File: src/rtl/usb_hid_evq_wb.sv
// Wishbone HID port: keyboard event FIFO, clamped mouse cursor, maskable level IRQ.
// Define USB_HID_WHEEL_EN to add hid_wheel_i and the saturating wheel accumulator (reg 6).
module usb_hid_evq_wb #(
    parameter int CURS_W     = 10,
    parameter int SCREEN_W   = 1024,
    parameter int SCREEN_H   = 768,
    parameter int FIFO_DEPTH = 8
) (
    input  logic              wb_clk_i,
    input  logic              wb_rst_i,
    input  logic [31:0]       wb_adr_i,
    input  logic [31:0]       wb_dat_i,
    output logic [31:0]       wb_dat_o,
    input  logic              wb_we_i,
    input  logic [3:0]        wb_sel_i,
    input  logic              wb_stb_i,
    input  logic              wb_cyc_i,
    output logic              wb_ack_o,
    input  logic              hid_report_i,
    input  logic [1:0]        hid_typ_i,
    input  logic [7:0]        hid_mod_i,
    input  logic [7:0]        hid_key1_i,
    input  logic [7:0]        hid_key2_i,
    input  logic [7:0]        hid_key3_i,
    input  logic [7:0]        hid_key4_i,
    input  logic [7:0]        hid_btn_i,
    input  logic [7:0]        hid_dx_i,
    input  logic [7:0]        hid_dy_i,
`ifdef USB_HID_WHEEL_EN
    input  logic [7:0]        hid_wheel_i,
`endif
    output logic              int_o,
    output logic [CURS_W-1:0] curs_x,
    output logic [CURS_W-1:0] curs_y
);
    localparam int PTR_W = (FIFO_DEPTH > 1) ? $clog2(FIFO_DEPTH) : 1;
    localparam int CNT_W = PTR_W + 1;
    // wide enough to hold cursor plus a full-range 8-bit signed delta
    localparam int AW = (CURS_W + 2 < 10) ? 10 : CURS_W + 2;
    localparam logic [CNT_W-1:0]     CNT_FULL = CNT_W'(FIFO_DEPTH);
    localparam logic signed [AW-1:0] X_MAX    = AW'(SCREEN_W - 1);
    localparam logic signed [AW-1:0] Y_MAX    = AW'(SCREEN_H - 1);

    logic                         ack_q, ack_d;
    logic [31:0]                  dat_q, dat_d;
    logic                         int_q, int_d;
    logic [FIFO_DEPTH-1:0][31:0]  mem_q, mem_d;
    logic [PTR_W-1:0]             wr_ptr_q, wr_ptr_d, rd_ptr_q, rd_ptr_d;
    logic [CNT_W-1:0]             cnt_q, cnt_d;
    logic                         ovf_q, ovf_d;
    logic [1:0]                   en_q, en_d;
    logic [7:0]                   mod_q, mod_d;
    logic [31:0]                  keys_q, keys_d;
    logic                         kb_seen_q, kb_seen_d;
    logic [1:0]                   typ_q, typ_d;
    logic [7:0]                   btn_q, btn_d, dx_q, dx_d, dy_q, dy_d;
    logic                         pend_q, pend_d;
    logic                         upd_q, upd_d;
    logic [CURS_W-1:0]            cx_q, cx_d, cy_q, cy_d;
`ifdef USB_HID_WHEEL_EN
    logic [15:0]                  whl_q, whl_d, whl_base;
    logic [16:0]                  whl_sum;
`endif

    logic                 req, rd, wr, empty, full, kb_rep, ms_rep;
    logic                 pop, flush, kb_chg, push, drop;
    logic [2:0]           idx;
    logic signed [AW-1:0] nx, ny;

    function automatic logic [CURS_W-1:0] clamp_pos(input logic signed [AW-1:0] v,
                                                    input logic signed [AW-1:0] vmax);
        if (v < 0)         return '0;
        else if (v > vmax) return CURS_W'(vmax);
        else               return CURS_W'(v);
    endfunction

    always_comb begin
        req    = wb_stb_i & wb_cyc_i & ~ack_q;
        rd     = req & ~wb_we_i;
        wr     = req & wb_we_i;
        idx    = wb_adr_i[4:2];
        empty  = (cnt_q == '0);
        full   = (cnt_q == CNT_FULL);
        kb_rep = hid_report_i & (hid_typ_i == 2'd1);
        ms_rep = hid_report_i & (hid_typ_i == 2'd2);
        pop    = rd & (idx == 3'd2) & ~empty;
        flush  = wr & (idx == 3'd5) & wb_dat_i[9];
        kb_chg = ~kb_seen_q |
                 ({hid_mod_i, hid_key1_i, hid_key2_i, hid_key3_i, hid_key4_i} != {mod_q, keys_q});
        // a pop in the same cycle frees the slot, so a full FIFO still accepts the push
        push   = kb_rep & kb_chg & ~flush & (~full | pop);
        drop   = kb_rep & kb_chg & ~flush & full & ~pop;
        nx     = $signed(AW'(cx_q)) + $signed({{(AW-8){dx_q[7]}}, dx_q});
        ny     = $signed(AW'(cy_q)) + $signed({{(AW-8){dy_q[7]}}, dy_q});

        ack_d = req;
        dat_d = '0;
        if (rd) begin
            case (idx)
                3'd0:    dat_d = {8'(cnt_q), 5'd0, ovf_q, full, empty, 6'd0, typ_q, mod_q};
                3'd1:    dat_d = keys_q;
                3'd2:    dat_d = empty ? 32'd0 : mem_q[rd_ptr_q];
                3'd3:    dat_d = {8'd0, btn_q, dy_q, dx_q};
                3'd4:    dat_d = {16'(cy_q), 16'(cx_q)};
                3'd5:    dat_d = {30'd0, en_q};
`ifdef USB_HID_WHEEL_EN
                3'd6:    dat_d = {{16{whl_q[15]}}, whl_q};
`endif
                default: dat_d = '0;
            endcase
        end
        int_d = (en_q[0] & ~empty) | (en_q[1] & pend_q);

        mem_d    = mem_q;
        wr_ptr_d = wr_ptr_q;
        rd_ptr_d = rd_ptr_q;
        cnt_d    = cnt_q;
        if (flush) begin
            wr_ptr_d = '0;
            rd_ptr_d = '0;
            cnt_d    = '0;
        end else begin
            if (push) begin
                mem_d[wr_ptr_q] = {hid_mod_i, hid_key1_i, hid_key2_i, hid_key3_i};
                wr_ptr_d        = wr_ptr_q + PTR_W'(1);
            end
            if (pop)
                rd_ptr_d = rd_ptr_q + PTR_W'(1);
            cnt_d = cnt_q + CNT_W'(push) - CNT_W'(pop);
        end

        en_d  = en_q;
        ovf_d = ovf_q;
        if (wr && idx == 3'd5) begin
            en_d = wb_dat_i[1:0];
            if (wb_dat_i[8])
                ovf_d = 1'b0;
        end
        if (drop)
            ovf_d = 1'b1;

        mod_d     = mod_q;
        keys_d    = keys_q;
        kb_seen_d = kb_seen_q;
        if (kb_rep) begin
            mod_d     = hid_mod_i;
            keys_d    = {hid_key1_i, hid_key2_i, hid_key3_i, hid_key4_i};
            kb_seen_d = 1'b1;
        end
        typ_d = typ_q;
        if (kb_rep || ms_rep)
            typ_d = hid_typ_i;

        btn_d  = btn_q;
        dx_d   = dx_q;
        dy_d   = dy_q;
        pend_d = pend_q;
        upd_d  = ms_rep;
        if (rd && idx == 3'd3)
            pend_d = 1'b0;
        if (ms_rep) begin
            btn_d  = hid_btn_i;
            dx_d   = hid_dx_i;
            dy_d   = hid_dy_i;
            pend_d = 1'b1;
        end

        // a CPU cursor write overrides the delta applied in the same cycle
        cx_d = cx_q;
        cy_d = cy_q;
        if (wr && idx == 3'd4) begin
            cx_d = clamp_pos($signed(AW'(wb_dat_i[CURS_W-1:0])), X_MAX);
            cy_d = clamp_pos($signed(AW'(wb_dat_i[16 +: CURS_W])), Y_MAX);
        end else if (upd_q) begin
            cx_d = clamp_pos(nx, X_MAX);
            cy_d = clamp_pos(ny, Y_MAX);
        end

`ifdef USB_HID_WHEEL_EN
        whl_base = (rd && idx == 3'd6) ? 16'd0 : whl_q;
        whl_sum  = {whl_base[15], whl_base} + {{9{hid_wheel_i[7]}}, hid_wheel_i};
        whl_d    = whl_base;
        if (ms_rep) begin
            if (whl_sum[16] != whl_sum[15])
                whl_d = whl_sum[16] ? 16'h8000 : 16'h7fff;
            else
                whl_d = whl_sum[15:0];
        end
`endif
    end

    always_ff @(posedge wb_clk_i) begin
        if (wb_rst_i) begin
            ack_q     <= 1'b0;
            dat_q     <= '0;
            int_q     <= 1'b0;
            mem_q     <= '0;
            wr_ptr_q  <= '0;
            rd_ptr_q  <= '0;
            cnt_q     <= '0;
            ovf_q     <= 1'b0;
            en_q      <= '0;
            mod_q     <= '0;
            keys_q    <= '0;
            kb_seen_q <= 1'b0;
            typ_q     <= '0;
            btn_q     <= '0;
            dx_q      <= '0;
            dy_q      <= '0;
            pend_q    <= 1'b0;
            upd_q     <= 1'b0;
            cx_q      <= '0;
            cy_q      <= '0;
`ifdef USB_HID_WHEEL_EN
            whl_q     <= '0;
`endif
        end else begin
            ack_q     <= ack_d;
            dat_q     <= dat_d;
            int_q     <= int_d;
            mem_q     <= mem_d;
            wr_ptr_q  <= wr_ptr_d;
            rd_ptr_q  <= rd_ptr_d;
            cnt_q     <= cnt_d;
            ovf_q     <= ovf_d;
            en_q      <= en_d;
            mod_q     <= mod_d;
            keys_q    <= keys_d;
            kb_seen_q <= kb_seen_d;
            typ_q     <= typ_d;
            btn_q     <= btn_d;
            dx_q      <= dx_d;
            dy_q      <= dy_d;
            pend_q    <= pend_d;
            upd_q     <= upd_d;
            cx_q      <= cx_d;
            cy_q      <= cy_d;
`ifdef USB_HID_WHEEL_EN
            whl_q     <= whl_d;
`endif
        end
    end

    logic unused_bits;
    assign unused_bits = ^{wb_sel_i, wb_adr_i[31:5], wb_adr_i[1:0], wb_dat_i};

    assign wb_ack_o = ack_q;
    assign wb_dat_o = dat_q;
    assign int_o    = int_q;
    assign curs_x   = cx_q;
    assign curs_y   = cy_q;
endmodule

File: config.mk
export PLATFORM = sky130hd
export DESIGN_NAME = usb_hid_evq_wb
export DESIGN_NICKNAME = d
export VERILOG_FILES = /design/src/rtl/usb_hid_evq_wb.sv
export SDC_FILE = /design/constraint.sdc
export NUM_CORES = 1
export LEC_CHECK = 0
export ABC_CLOCK_PERIOD_IN_PS = 3100
export BUFFER_PORTS_ARGS = -buffer_cell sky130_fd_sc_hd__clkbuf_2
export CORE_MARGIN = 2
export CORE_UTILIZATION = 25
export DETAILED_ROUTE_END_ITERATION = 7
export PLACE_DENSITY = 0.48
export SLEW_MARGIN = 10
export SYNTH_ARGS = -nofsm -noshare
export SYNTH_HDL_FRONTEND = slang
export SYNTH_SLANG_ARGS = --single-unit
File: constraint.sdc
create_clock -name wb_clk_i -period 3.1 [get_ports wb_clk_i]
set_input_delay 0.62 -clock wb_clk_i [delete_from_list [all_inputs] [get_ports wb_clk_i]]
set_output_delay 0.62 -clock wb_clk_i [all_outputs]
set_load 0.02 [all_outputs]
* Word level (Yosys, flattened, before mapping)
Index checks and enable logic that the tools add are counted.
Operators by class: $mul 0, mux-type cells 21, $add $sub $neg 6, eq/ne operators 9, shift-type cells 0, div/mod/pow operators 0, reduce and logical (&&, ||, !) cells 15, bitwise logic cells 28, $lt $le $gt $ge 8
Operator list (number):
- 256-bit bitwise mux | 1
- 32-bit one-hot mux with 6 select lines | 1
- 32-bit binary-select mux with 3-bit select | 1
- 32-bit demux with 3-bit select | 1
- 32-bit 2-to-1 mux | 3
- 10-bit 2-to-1 mux | 9
- 40-bit != test | 1
- 11-bit by 8-bit adder with 12-bit output | 2
- 12-bit by 11-bit greater-than comparator with 1-bit output, second input constant | 2
- 12-bit by 1-bit < comparator with 1-bit output, second input constant | 2
- 1-bit bitwise AND | 17
- 10-bit greater-than comparator, second input constant | 1
- 3-bit by 4-bit < comparator with 1-bit output, second input constant | 2
- 1-bit inverter | 8
- 2-bit nonzero test | 4
- 3-bit by 1-bit adder with 3-bit output, second input constant | 2
- 3-bit by 2-bit == test with 1-bit output, second input constant | 2
- 3-bit == test, second input constant | 2
- 1-bit 2-to-1 mux | 5
- 4-bit by 1-bit adder with 4-bit output | 1
- 4-bit == test, second input constant | 1
- 1-bit logical AND | 4
- 4-bit zero test | 1
- 2-bit AND reduction | 2
- 9 further kinds | 12
Word-level totals: ROM bits 0, bits in writable memories 0, register bits after elaboration 392, output and inout bits 54, memories 0, logic and storage cells 114, bits in latches 0

* Depth between registers and ports, before layout
depth after elaboration 11, mapped depth 14, depth with buffers taken out 13

* Least setup slack after synthesis
Ideal clock, no wire load.
kind in2reg, start point input hid_mod_i[2], end point register cnt_q[2], cell stages on the path 14, arrival 2859 ps, data required time 2976 ps, setup slack 118 ps, library setup time 124 ps, path through clkbuf_1 > xnor2_1 > nand4_1 > nor4_1 > nand3_1 > buf_2 > nand3b_1 > ha_1 > inv_1 > ha_1 > inv_1 > fa_1 > xor2_1 > nor2_1
On the way: longest elaborated chain between the ends 7
RTL lines:
- from (decl) | line 21 | input logic [7:0] hid_mod_i,
- 40-bit != test | line 89 | ({hid_mod_i, hid_key1_i, hid_key2_i, hid_key3_i, hid_key4_i} != {mod_q, keys_q});
- 1-bit OR | line 88 | kb_chg = ~kb_seen_q |
- 1-bit bitwise AND (3 in a row) | line 91 | push = kb_rep & kb_chg & ~flush & (~full | pop);
- 4-bit by 1-bit adder with 4-bit output | line 129 | cnt_d = cnt_q + CNT_W'(push) - CNT_W'(pop);
- 4-bit by 1-bit subtractor with 4-bit output | line 129
- to (signal assigned) | line 224 | cnt_q <= cnt_d;
- to (decl) | line 49 | logic [CNT_W-1:0] cnt_q, cnt_d;
No other way between the ends. A chain may end at the register's enable or synchronous reset.

* Final worst setup path
start point register mod_q[0], end point register cnt_q[2]
On the way: longest elaborated chain between the ends 7
RTL lines:
- from (decl) | line 52 | logic [7:0] mod_q, mod_d;
- from (signal assigned) | line 227 | mod_q <= mod_d;
- 40-bit != test | line 89
- 1-bit OR | line 88
- 1-bit bitwise AND (3 in a row) | line 91
- 4-bit by 1-bit adder with 4-bit output | line 129
- 4-bit by 1-bit subtractor with 4-bit output | line 129
No other way between the ends.

==> results.md <==
* ANT cells at 0
* Syn Inst Count at 1916
* Crit path DAT at 3.33 ns
* WS Path Type: flop to flop
* Vias in the first global route at 14400
* Status: finished, final reports clean
* Placer Congestion at 0.863
* Largest net degree at the start of global routing at 191
* Static Leak at 10.1 nW
* Global-route wire length before repair at 93700 um
* Number of I/O port buffers at 148
* # H-tree levels at 2
* Setup Fix Bufs, Post-CTS at 0
* Worst slew margin at 30.8%
* Max-Cap Viols at 0
* Avg Synthesized Cell Area at 9.69 um2
* FFs w/ async S/R, synth at 0%
* Post-synth top area share at 42.3%
* Syn-to-layout area delta at 20.4%
* CTS sink count at 392
* 1st-iter DRT viols at 1053
* Routed WL at 62600 um
* CTS root buffer: clkbuf_16
* Crit path launch type: flop
* Crit-path cells: xnor2_1, buf_4, nand4_1, nor4_1, buf_4, nand3_1, nand3b_1, ha_1, inv_1, ha_1, inv_1, fa_1, xor2_1, nor2_1
* HPWL after DPL at 45100 um
* Core area at 0.0732 mm2
* Unrepaired setup endpoints after global routing: false
* Sequential cell area fraction in the yosys report at 42.3%
* Share of layout cells above drive strength 1 at 21.7%
* Netlist Area Pre-Place at 0.0186 mm2
* Cell taking the most area after synthesis: dfxtp_1
* Worst hold-check path type: input pin to flop
* Max Clk Rate at 0.347 GHz
* Syn_nets at 2089
* Total grt overflow at 0
* Detailed-route via count at 14600
* Crit path max fanout at 3
* GRT Total Usage at 16.1%
* Drc violations at 0
* Die Area at 0.0764 mm2
* Slew Limit Fails at 0
* Synth warnings at 0
* Core Rows at 99
* TritonCTS clock tree: yes
* Via density at 4.79
* Worst-margin pin slew at 1.04 ns
* Die Wd at 276 um
* Die Y at 276 um
* # setup viols final at 0
* Tcrit/Tclk final at 92.9%
* Crit-path max cell delay at 0.42 ns
* Layout Cells excl Fill at 3051
* Critical path capture point type: flop
* Main area contributors after synthesis: dfxtp_1 (42%), mux2i_1 (15%), mux4_2 (7.8%), nor2_1 (7.5%), nand2_1 (3.1%)
* Antenna violations before repair at 8
* Top_reg_cell synth: dfxtp_1
* Synth Register Bits at 392
* Fin. Hold Viols at 0
* Number of CTS-inserted buffers at 44
* Starting Density at 25.4%
* Maximum root-to-sink buffer count at 3
* Dpl cells at 2973
* First-pass iteration count of the detailed router at 5
* Maximum vdd ir drop at 0.000309 V
* Clock skew at 0.0191 ns
* Pwr per Cell Area at 508 mW/mm2
* Setup Total Neg Slack at 0 ns
* IO Count at 194
* Synth cell types at 72
* Nets@finish at 2233
* Remaining antenna violation count after routing at 0
* Clock transition at the registers of the reported paths at 0.06 ns
* Clock latency at the later pin of the worst-skew pair at 0.59 ns
* Wire per inst at 20.5 um
* Number of synthesized flops with an enable pin at 0
* CP bufs+invs at 4
* CP delay by family, top: simple AND/OR/NAND/NOR gates
* Post-route minimum period at 2.88 ns
* Slowest cell on crit path: dfxtp_1
* Worst Path Required at 3.55 ns
[per-stage QoR]
step | hold slack (ns) | power, mW | util, % | setup slack, ns | instance area (um2)
after floorplan | 0.433 | 5.73 | - | 0.118 | 18600
after global placement | 0.445 | 6.06 | 28.5 | -0.281 | 20900
after detailed placement | 0.450 | 6.07 | 28.5 | -0.187 | 20900
after CTS | 0.226 | 11.5 | 30.5 | 0.181 | 22400
after global routing | 0.244 | 11.8 | 30.5 | 0.00924 | 22400
final | 0.258 | 11.4 | 30.5 | 0.220 | 22400
[placed cells by master, fill, tap and decap left out, types with 10 or more instances in the layout]
cell | netlist | layout
o21ai_0 | 16 | 16
ha_1 | 30 | 30
clkbuf_2 | 0 | 147
mux2_2 | 35 | 35
clkbuf_16 | 0 | 46
buf_4 | 25 | 91
nor3_1 | 18 | 18
nor2_1 | 370 | 369
inv_1 | 26 | 26
buf_12 | 0 | 20
a22oi_1 | 11 | 11
a221oi_1 | 14 | 14
clkbuf_8 | 0 | 15
mux2i_1 | 287 | 287
nand2_1 | 155 | 155
nand2b_1 | 10 | 10
xnor2_1 | 58 | 58
mux4_2 | 64 | 64
a21oi_1 | 114 | 114
dfxtp_1 | 392 | 389
[layout make-up]
cell class / instances / area (um2)
flip-flops and latches: 392 / 7850
fillers: 7617 / 50900
well taps: 959 / 1200
clock buffers: 68 / 1380
multi-input cells: 1337 / 9870
inverters: 26 / 97.6
repair buffers: 259 / 1830
clock inverters: 10 / 114
[tightest hold or removal path, stage by stage]
cell	delay [ns]
clkbuf_2	0.08
nand2_1	0.05
a21oi_1	0.05
[where the power goes]
group	total [mW]	leakage, nW	switching (mW)	internal [mW]
clock network	5.41	0.742	2.18	3.23
registers	5.17	3.17	0.0650	5.10
logic	0.795	6.18	0.494	0.301
total	11.4	10.1	2.74	8.63
[synth_stat cells (all sizes together) (26+ instances only)]
| cell | count |
|---|---|
| nand2 | 155 |
| mux2 | 35 |
| inv | 26 |
| a21oi | 115 |
| clkbuf | 83 |
| dfxtp | 392 |
| mux2i | 287 |
| mux4 | 64 |
| ha | 30 |
| nor2 | 370 |
| buf | 78 |
| xnor2 | 58 |
[final timing paths]
check | end | cells past startpoint | startpoint | slack, ns
hold reg to reg | btn_q[3] | 2 | btn_q[3] | 0.46
hold / removal | btn_q[3] | 3 | hid_btn_i[3] | 0.26
setup / recovery | cnt_q[2] | 14 | mod_q[0] | 0.22
setup reg to reg | cnt_q[2] | 14 | mod_q[0] | 0.22
[layer usage]
layer	vias up	share of wire, %	GRT usage [%]
met3	82	5.2	3.05
met4	12	2.0	3.91
li1	6949	-	-
met5	-	0.12	0
met2	363	47	26.9
met1	7223	45	21.3
[flip-flops by register name, summed over array words and instances, names as in the netlist, 2 cells and up]
| name | count |
|---|---|
| keys_q | 32 |
| typ_q | 2 |
| mem_q | 256 |
| dx_q | 8 |
| btn_q | 8 |
| cnt_q | 4 |
| dy_q | 8 |
| mod_q | 8 |
| rd_ptr_q | 3 |
| curs_y | 10 |
| wb_dat_o | 32 |
| wr_ptr_q | 3 |
| en_q | 2 |
| curs_x | 10 |
[timing repair]
item                                    4_1_cts  5_1_grt
resized for setup                             0        1
hold buffers                                  0        0
endpoints found under the setup margin        0        1
[logic make-up (layout without fill, tap and decap cells)]
kind of cell	count (synthesis)	count (layout)	share of synthesized area [%]
and+or+nand+nor	634	634	14.8
DFF	392	392	42.3
muxes	386	386	25.4
AOI/OAI and AO/OA	221	221	7.65
buffers and inverters	187	363	4.61
xor gates and xnor gates	63	63	2.97
adders and majority gates	33	33	2.35
No activity file was read; power rests on OpenSTA's default activity.
